==> src/rtl/hid_pkg.sv <==
// Shared report layout, button bit positions and tracker FSM encoding.
package hid_pkg;

  localparam int BYTE_BUTTONS = 0;
  localparam int BYTE_DX      = 1;
  localparam int BYTE_DY      = 2;
  localparam int BYTE_WHEEL   = 3;

  localparam int BTN_LEFT   = 0;
  localparam int BTN_RIGHT  = 1;
  localparam int BTN_MIDDLE = 2;
  localparam int NUM_BTN    = 3;

  typedef enum logic [1:0] {
    ST_IDLE   = 2'd0,
    ST_CALC   = 2'd1,
    ST_COMMIT = 2'd2
  } state_t;

endpackage

==> src/rtl/hid_axis_clamp.sv <==
// One cursor axis: sign-extend the delta, add to the current position, clamp to [0, C_max].
// The sum is registered while calc_en is high; the clamped value is combinational from it.
module hid_axis_clamp #(
  parameter int C_max = 639
) (
  input  logic       clk,
  input  logic       reset,
  input  logic       calc_en,
  input  logic [7:0] delta,
  input  logic [9:0] cur,
  output logic [9:0] pos
);

  logic signed [11:0] sum_d;
  logic signed [11:0] sum_q;

  always_comb begin
    sum_d = sum_q;
    if (calc_en) begin
      sum_d = $signed({{4{delta[7]}}, delta}) + $signed({2'b00, cur});
    end
  end

  always_ff @(posedge clk) begin
    if (reset) begin
      sum_q <= '0;
    end else begin
      sum_q <= sum_d;
    end
  end

  always_comb begin
    if (sum_q < 12'sd0) begin
      pos = '0;
    end else if (sum_q > $signed(12'(C_max))) begin
      pos = 10'(C_max);
    end else begin
      pos = sum_q[9:0];
    end
  end

endmodule

==> src/rtl/hid_mouse_tracker.sv <==
// Turns HID boot-mouse reports into clamped cursor, wheel and button state; 3-cycle latency.
// No backpressure: hid_valid arriving while a report is being processed is dropped.
module hid_mouse_tracker
  import hid_pkg::*;
#(
  parameter int C_report_length = 20,
  parameter int C_x_max         = 639,
  parameter int C_y_max         = 479,
  parameter int C_timeout       = 60000
) (
  input  logic                         clk,
  input  logic                         reset,
  input  logic [C_report_length*8-1:0] hid_report,
  input  logic                         hid_valid,
  output logic [9:0]                   mouse_x,
  output logic [9:0]                   mouse_y,
  output logic [7:0]                   wheel,
  output logic [NUM_BTN-1:0]           buttons,
  output logic [NUM_BTN-1:0]           btn_press,
  output logic [NUM_BTN-1:0]           btn_release,
  output logic                         update,
  output logic                         connected,
  output logic [15:0]                  report_count
);

  localparam int              CW      = $clog2(C_timeout + 1);
  localparam logic [CW-1:0]   TIMEOUT = CW'(C_timeout);
  localparam logic [9:0]      X_RST   = 10'((C_x_max + 1) / 2);
  localparam logic [9:0]      Y_RST   = 10'((C_y_max + 1) / 2);

  state_t             state_q, state_d;
  logic [NUM_BTN-1:0] btn_cap_q, btn_cap_d;
  logic [7:0]         dx_q, dx_d, dy_q, dy_d, dw_q, dw_d;
  logic [7:0]         wheel_sum_q, wheel_sum_d;
  logic [9:0]         mouse_x_q, mouse_x_d, mouse_y_q, mouse_y_d;
  logic [7:0]         wheel_q, wheel_d;
  logic [NUM_BTN-1:0] buttons_q, buttons_d, btn_press_q, btn_press_d, btn_release_q, btn_release_d;
  logic               update_q, update_d, connected_q, connected_d;
  logic [15:0]        report_count_q, report_count_d;
  logic [CW-1:0]      cnt_q, cnt_d;
  logic               accept;
  logic               calc_en;
  logic [9:0]         x_next, y_next;
  logic               unused_report_bits;

  // Only bytes 0-3 and the three button bits of byte 0 carry meaning.
  assign unused_report_bits = ^{hid_report[C_report_length*8-1:32], hid_report[7:NUM_BTN]};

  assign accept  = hid_valid && (state_q == ST_IDLE);
  assign calc_en = (state_q == ST_CALC);

  hid_axis_clamp #(.C_max(C_x_max)) u_x_clamp (
    .clk(clk), .reset(reset), .calc_en(calc_en), .delta(dx_q), .cur(mouse_x_q), .pos(x_next)
  );

  hid_axis_clamp #(.C_max(C_y_max)) u_y_clamp (
    .clk(clk), .reset(reset), .calc_en(calc_en), .delta(dy_q), .cur(mouse_y_q), .pos(y_next)
  );

  always_comb begin
    state_d        = state_q;
    btn_cap_d      = btn_cap_q;
    dx_d           = dx_q;
    dy_d           = dy_q;
    dw_d           = dw_q;
    wheel_sum_d    = wheel_sum_q;
    mouse_x_d      = mouse_x_q;
    mouse_y_d      = mouse_y_q;
    wheel_d        = wheel_q;
    buttons_d      = buttons_q;
    btn_press_d    = '0;
    btn_release_d  = '0;
    update_d       = 1'b0;
    report_count_d = report_count_q;

    case (state_q)
      ST_IDLE: begin
        if (hid_valid) begin
          state_d               = ST_CALC;
          btn_cap_d[BTN_LEFT]   = hid_report[8*BYTE_BUTTONS + BTN_LEFT];
          btn_cap_d[BTN_RIGHT]  = hid_report[8*BYTE_BUTTONS + BTN_RIGHT];
          btn_cap_d[BTN_MIDDLE] = hid_report[8*BYTE_BUTTONS + BTN_MIDDLE];
          dx_d                  = hid_report[8*BYTE_DX +: 8];
          dy_d                  = hid_report[8*BYTE_DY +: 8];
          dw_d                  = hid_report[8*BYTE_WHEEL +: 8];
        end
      end
      ST_CALC: begin
        state_d     = ST_COMMIT;
        wheel_sum_d = wheel_q + dw_q;
      end
      ST_COMMIT: begin
        state_d        = ST_IDLE;
        mouse_x_d      = x_next;
        mouse_y_d      = y_next;
        wheel_d        = wheel_sum_q;
        buttons_d      = btn_cap_q;
        btn_press_d    = btn_cap_q & ~buttons_q;
        btn_release_d  = ~btn_cap_q & buttons_q;
        update_d       = 1'b1;
        report_count_d = report_count_q + 16'd1;
      end
      default: state_d = ST_IDLE;
    endcase

    // Link watchdog: saturating idle counter, cleared on each accepted report.
    cnt_d       = accept ? '0 : ((cnt_q == TIMEOUT) ? cnt_q : cnt_q + 1'b1);
    connected_d = accept ? 1'b1 : ((cnt_d == TIMEOUT) ? 1'b0 : connected_q);
  end

  always_ff @(posedge clk) begin
    if (reset) begin
      state_q        <= ST_IDLE;
      btn_cap_q      <= '0;
      dx_q           <= '0;
      dy_q           <= '0;
      dw_q           <= '0;
      wheel_sum_q    <= '0;
      mouse_x_q      <= X_RST;
      mouse_y_q      <= Y_RST;
      wheel_q        <= '0;
      buttons_q      <= '0;
      btn_press_q    <= '0;
      btn_release_q  <= '0;
      update_q       <= 1'b0;
      report_count_q <= '0;
      cnt_q          <= TIMEOUT;
      connected_q    <= 1'b0;
    end else begin
      state_q        <= state_d;
      btn_cap_q      <= btn_cap_d;
      dx_q           <= dx_d;
      dy_q           <= dy_d;
      dw_q           <= dw_d;
      wheel_sum_q    <= wheel_sum_d;
      mouse_x_q      <= mouse_x_d;
      mouse_y_q      <= mouse_y_d;
      wheel_q        <= wheel_d;
      buttons_q      <= buttons_d;
      btn_press_q    <= btn_press_d;
      btn_release_q  <= btn_release_d;
      update_q       <= update_d;
      report_count_q <= report_count_d;
      cnt_q          <= cnt_d;
      connected_q    <= connected_d;
    end
  end

  assign mouse_x      = mouse_x_q;
  assign mouse_y      = mouse_y_q;
  assign wheel        = wheel_q;
  assign buttons      = buttons_q;
  assign btn_press    = btn_press_q;
  assign btn_release  = btn_release_q;
  assign update       = update_q;
  assign connected    = connected_q;
  assign report_count = report_count_q;

endmodule

==> config.mk <==
export PLATFORM = sky130hd
export DESIGN_NAME = hid_mouse_tracker
export DESIGN_NICKNAME = d
export VERILOG_FILES = /design/src/rtl/hid_pkg.sv /design/src/rtl/hid_axis_clamp.sv /design/src/rtl/hid_mouse_tracker.sv
export SDC_FILE = /design/constraint.sdc
export NUM_CORES = 1
export LEC_CHECK = 0
export ABC_AREA = 1
export BUFFER_PORTS_ARGS = -buffer_cell sky130_fd_sc_hd__buf_2
export CAP_MARGIN = 40
export CORE_MARGIN = 4
export CORE_UTILIZATION = 46
export DETAILED_ROUTE_END_ITERATION = 12
export GPL_TIMING_DRIVEN = 0
export PLACE_DENSITY = 0.77
export SLEW_MARGIN = 25
export SYNTH_ARGS = -nofsm -noshare
export SYNTH_HDL_FRONTEND = slang
export SYNTH_SLANG_ARGS = --single-unit
==> constraint.sdc <==
create_clock -name clk -period 1.58 [get_ports clk]
set_input_delay 0.316 -clock clk [delete_from_list [all_inputs] [get_ports clk]]
set_output_delay 0.316 -clock clk [all_outputs]
set_load 0.02 [all_outputs]
[Word-level counts from Yosys, hierarchy flattened]
Cells that the tools add are included.
Word-level totals
  register bits: 132
  input bits: 163
  output and inout bits: 55
Cells by class
  reductions and logical operators: 5
  eq/ne operators: 5
  $add $sub $neg: 5
  multiplexer cells: 11
  bitwise gates (word level): 5
  order comparisons: 4
Operator list (number)
  two-way mux 10 bit: 4
  adder 16 x 1 -> 16 bit (second input constant): 2
  equality test 16 bit (second input constant): 2
  two-way mux 16 bit: 2
  adder 8 x 11 -> 12 bit: 2
  less-than comparator 12 x 1 -> 1 bit (second input constant): 2
  greater-than comparator 12 x 10 -> 1 bit (second input constant): 1
  greater-than comparator 12 x 11 -> 1 bit (second input constant): 1
  adder 8 bit: 1
  bitwise AND 3 bit: 2
  NOT 3 bit: 2
  one-hot mux 2 bit (2 select lines): 1
  two-way mux 1 bit: 3
  equality test 2 x 1 -> 1 bit (second input constant): 1
  equality test 2 bit (second input constant): 1
  logical NOT 2 bit: 1
  two-way mux 2 bit: 1
  != test 2 bit (second input constant): 1
  AND reduction 2 bit: 1
  nonzero test 2 bit: 1
  OR reduction 2 bit: 1
  logical AND 1 bit: 1
  NOT 1 bit: 1

[Depth between registers and ports, before layout]
  word-level depth: 6
  gate-level depth with buffers: 14

[Cells and area by module]
From an unflattened synthesis, not the netlist that was laid out.
Unflattened totals
  cell total of the unflattened synthesis: 1022
  area total of the unflattened synthesis: 6993.0 µm²
By module, submodules not included
  hid_mouse_tracker: instances 1, area an instance 4628.2 µm², cells an instance 631
  hid_axis_clamp (u_x_clamp): instances 1, area an instance 1182.4 µm², cells an instance 192
  hid_axis_clamp (u_y_clamp): instances 1, area an instance 1182.4 µm², cells an instance 199

[Worst setup path after synthesis]
Ideal clock, no wire load.
  path kind: register to register
  from: register wheel_q[0] (netlist: wheel[0])
  to: register wheel_sum_q[6]
  arrival time: 1.791 ns
  path slack: -0.326 ns
  stages on the path, launching flop included: 11
  cell sequence: dfxtp_1 ha_1 inv_1 fa_1 o21ai_0 nand2_1 nand2_1 a21oi_1 xnor2_1 o21ai_0 inv_1
On the way
  longest elaborated chain between the ends: 1
RTL lines
  start, declared: line hid_mouse_tracker.sv:36  | logic [7:0] wheel_q, wheel_d;
  start signal, assigned: line hid_mouse_tracker.sv:138  | wheel_q <= wheel_d;
  adder 8 bit: line hid_mouse_tracker.sv:90  | wheel_sum_d = wheel_q + dw_q;
  end signal, assigned: line hid_mouse_tracker.sv:135  | wheel_sum_q <= wheel_sum_d;
  end, declared: line hid_mouse_tracker.sv:34  | logic [7:0] wheel_sum_q, wheel_sum_d;
No other way between the ends.
A chain may end at the register's enable or synchronous reset.

[Final worst setup path]
  from: register cnt_q[1]
  to: register connected_q (netlist: connected)
On the way
  longest elaborated chain between the ends: 5
  elaborated cells on any way between the ends: 6
  classes of those cells: add/sub (1); eq/ne (2); mux (2); reduce/logical (1)
RTL lines
  start, declared: line hid_mouse_tracker.sv:40  | logic [CW-1:0] cnt_q, cnt_d;
  start signal, assigned: line hid_mouse_tracker.sv:144  | cnt_q <= cnt_d;
  adder 16 x 1 -> 16 bit or equality test 16 bit (tied branches): line hid_mouse_tracker.sv:107  | cnt_d = accept ? '0 : ((cnt_q == TIMEOUT) ? cnt_q : cnt_q + 1'b1);
  two-way mux 16 bit (*) (2 in a row): line hid_mouse_tracker.sv:107
  equality test 16 bit (*): line hid_mouse_tracker.sv:108  | connected_d = accept ? 1'b1 : ((cnt_d == TIMEOUT) ? 1'b0 : connected_q);
  nonzero test 2 bit (no source line) (*)
  end signal, assigned: line hid_mouse_tracker.sv:145  | connected_q <= connected_d;
  end, declared: line hid_mouse_tracker.sv:38  | logic update_q, update_d, connected_q, connected_d;
Mark *: on every way between the ends. The rest lies on a longest branch, timed or not.

==> metrics.md <==
| Metric | Value |
|---|---|
| Clk_skew | between 0.007 and 0.008 ns |
| Clock latency on the worst-skew pair | ~0.44 ns |
| Switch Pwr | 2.63 mW |
| # setup viols final | 13 |
| Slew margin rel. | 41.7% |
| Worst path cell trace | buf_4, inv_2, ha_4, buf_4, nand2_1, nor2_1, nand2_1, nand3_1, nand4_1, nor2_1, nand3_1, nand2_1, nand2_1 |
| Period minus WS final | around 1.8 ns |
| Dpl cell area | 7290 sq um |
| Die span in x | 127 um |
| Initial core utilization | 46.8% |
| Post-synth top area cell | dfxtp_1 |
| Final instance area | 9140 sq um |
| Bufs and invs on worst path | 3 |
| Crit path DAT | ~2.1 ns |
| Number of core rows | 43 |
| P_int | roughly 7.0 mW |
| Hold buffer count at cts | 0 |
| Critical Path Most Common Cell | nand2_1 |
| Cells after DPL | 1,152 |
| PortBufs | 83 |
| CTS tree | done |
| Die Y | 127 um |
| List of most frequent post-synthesis cells | nor2_1 (161), dfxtp_1 (132), nand2_1 (106), o21ai_0 (103), inv_1 (90) |
| Worst Hold Depth | 3 |
| WL/cell | 16.8 um |
| Fmax achieved | 0.558 GHz |
| Peak VDD IR | 0.000713 V |
| Maximum clock insertion buffer count | 2 |
| Most common cell in the synthesized netlist | nor2_1 |
| DIE AREA | 16,000 sq um |
| Share of layout cells above drive strength 1 | 36.7% |
| Final setup TNS | -0.887 ns |
| Worst r2r src | cnt_q[1]$_SDFF_PP0_ |
| Reg2Reg Depth | 13 |
| Total power per unit cell area | 1060 nW/um^2 |
| Synth area leaders | dfxtp_1 (41%), nor2_1 (9.3%), o21ai_0 (8.0%) |
| DR vias/cell | roughly 5.5 |
| Initial antenna violation count | 0 |
| Post-synth EDFFs | 0 |
| Setup crit end kind | register |
| H-tree lvl count | 4 |
| Number of DRC markers in iteration 0 | 724 |
| Setup CP Type | register to register |
| Post-Syn Area | ~6500 sq um |
| Total Routing Usage GR | 24.3% |
| Worst-path clk slew | 0.06 ns |
| Violated checks | negative setup slack |
| Distinct cells, synth | 38 |
| Area share of the largest cell type after synthesis | 40.8% |
| DR vias | 6,780 |
| DRC viols | 0 |
| Endpoint, Worst Hold | dy_q[4]$_SDFFE_PP0P_ |
| Fin worst setup slack | -0.213 ns |
| Vias in the first global route | 6,353 |
| FF+latch count, synth | 132 |
| DRT Wirelength | 20,800 um |
| Critical-path top delay cell | dfxtp_2 |
| CTS sink cnt | 132 |
| Main flop type after synthesis | dfxtp_1 |
| Yosys warning total | 0 |
| Worst hold start | hid_report[20] |
| Post-Syn Nets | between 1,000 and 1,500 |
| Unrepaired setup endpoints after global routing | yes |
| Worst min path class | input pin to register |
| Grt ovf | 0 |
| Core Area | 13,800 sq um |
| DP HPWL | 12,800 um |
| Antenna cells | 0 |
| Placer Congestion | 0.941 |
| Clock power frac | 46.2% |
| P_leak | 4.11 nW |
| Layout Nets | 1,242 |
| CTS Buf Count | 17 |
| Final ANT Viol Nets | 0 |
| Number of max-cap violations | 0 |
| Fin. Hold Viols | 0 |
| Combinational group share of total power | 15.7% |
| Max FO, Critical Path | 3 |
| Outcome | finished, violations left |
| Top delay family on crit path | simple AND/OR/NAND/NOR gates |
| Synth Instances | 889 |
| Tcrit/Tclk final | 113% |
| Avg Inst Size Synth | 7.28 sq um |
| Sequential share of the synthesized area | 40.8% |
| Worst R2R End | connected$_SDFFE_PP0P_ |
| R2R Setup Slk | -0.21 ns |
| Seq pwr share | 38.1% |
| Largest net degree at the start of global routing | 17 |
| Worst EP required | 1.91 ns |
| CP Launch Type | register |
| Slew @ Worst Pin | roughly 0.87 ns |
| I/O pins | 218 |
| Async set-reset flop share out of synthesis | 0% |
| Final Max Tran Viols | 0 |
| Root Buffer Master | clkbuf_16 |
| Sw Ratio | 27.2% |
| Global-route wire length before repair | 31,000 um |
| Finished Layout Cells | between 1,000 and 1,500 |
| DRT Pass-1 Iters | 5 |
| Worst slack at placement | -0.601 ns |
| Area grow syn2layout | 41.2% |
| CP max stage delay | 0.34 ns |
## worst max path at each step
stage	from	end	slack, ns	cells after the start
floorplan	wheel[0]$_SDFFE_PP0P_	wheel_sum_q[6]$_SDFFE_PP0N_	-0.05	10
global placement	reset	wheel[4]$_SDFFE_PP0P_	-0.60	6
finish	cnt_q[1]$_SDFF_PP0_	connected$_SDFFE_PP0P_	-0.21	13
CTS	dw_q[0]$_SDFFE_PP0P_	wheel_sum_q[6]$_SDFFE_PP0N_	-0.10	10
global route	cnt_q[0]$_SDFF_PP0_	connected$_SDFFE_PP0P_	-0.35	14
detailed placement	reset	wheel[4]$_SDFFE_PP0P_	-0.60	6
## metal layers
| layer | GRT usage (%) | part of all wire (%) | vias to the layer above |
|---|---|---|---|
| met4 | 10.5 | 3.0 | 0 |
| li1 | - | - | 3234 |
| met5 | 0 | 0 | - |
| met3 | 6.27 | 7.7 | 63 |
| met1 | 30.0 | 41 | 3190 |
| met2 | 40.1 | 49 | 293 |
## layout make-up
class,count,area [sq um]
multi-input combinational,627,4140
fill,1093,4680
clock inverter,11,169
timing repair buffer,136,821
tap,180,225
clock buffer,21,503
buffer,30,141
sequential,132,2750
inverter,100,390
## worst register-to-register path: stages, from the launching register on
cell,delay (ns)
dfxtp_2,0.34
buf_4,0.15
inv_2,0.08
ha_4,0.15
buf_4,0.11
nand2_1,0.04
nor2_1,0.13
nand2_1,0.11
nand3_1,0.14
nand4_1,0.11
nor2_1,0.11
nand3_1,0.10
nand2_1,0.07
nand2_1,0.06
## placed cells by master, fill, tap and decap left out, types with 16 or more instances in the layout
cell type / n
buf_2: 84
nor2_1: 143
nand3_2: 17
nand2_1: 91
clkbuf_16: 19
ha_4: 27
nand2_2: 17
a21oi_1: 58
o21ai_1: 18
inv_1: 81
buf_4: 52
xor2_1: 19
o21ai_0: 82
dfxtp_1: 76
nand3_1: 32
dfxtp_4: 16
dfxtp_2: 40
## kinds of logic (layout without fill, tap and decap cells)
family / after synthesis / in the layout / synth area share, %
AOI/OAI and AO/OA: 199 / 199 / 16.2
xor gates and xnor gates: 24 / 24 / 3.25
adders and majority gates: 35 / 35 / 7.11
buffers and inverters: 130 / 298 / 7.58
DFF: 132 / 132 / 40.8
and+or+nand+nor: 369 / 369 / 25.0
## power by group through the flow
stage          Sequential (mW)  Combinational [mW]  Clock [mW]
6_report                  3.69                1.52        4.46
5_1_grt                   3.70                1.66        4.64
4_1_cts                   3.67                1.28        4.47
3_5_place_dp              3.73                1.10           0
3_3_place_gp              3.72                1.08           0
2_1_floorplan             3.73               0.761           0
## timing repair
item                       4_1_cts  5_1_grt
resized for setup              115      116
buffers inserted                36       18
setup endpoints to repair       82       76
pin swaps                       53       63
## metrics by stage
step	power [mW]	hold slack [ns]	util, %
final	9.66	0.128	66.1
after global routing	10.0	0.134	66.1
after CTS	9.43	0.120	62.6
after detailed placement	4.83	0.432	52.7
after global placement	4.80	0.425	52.7
after floorplan	4.49	0.415	-
## flip-flops by register name, summed over array words and instances (netlist names), 8 cells and up
register         cells
wheel                8
wheel_sum_q          8
mouse_x             10
dx_q                 8
cnt_q               16
mouse_y             10
report_count        16
u_y_clamp.sum_q     12
dy_q                 8
u_x_clamp.sum_q     12
dw_q                 8
No activity file was read; power rests on OpenSTA's default activity.
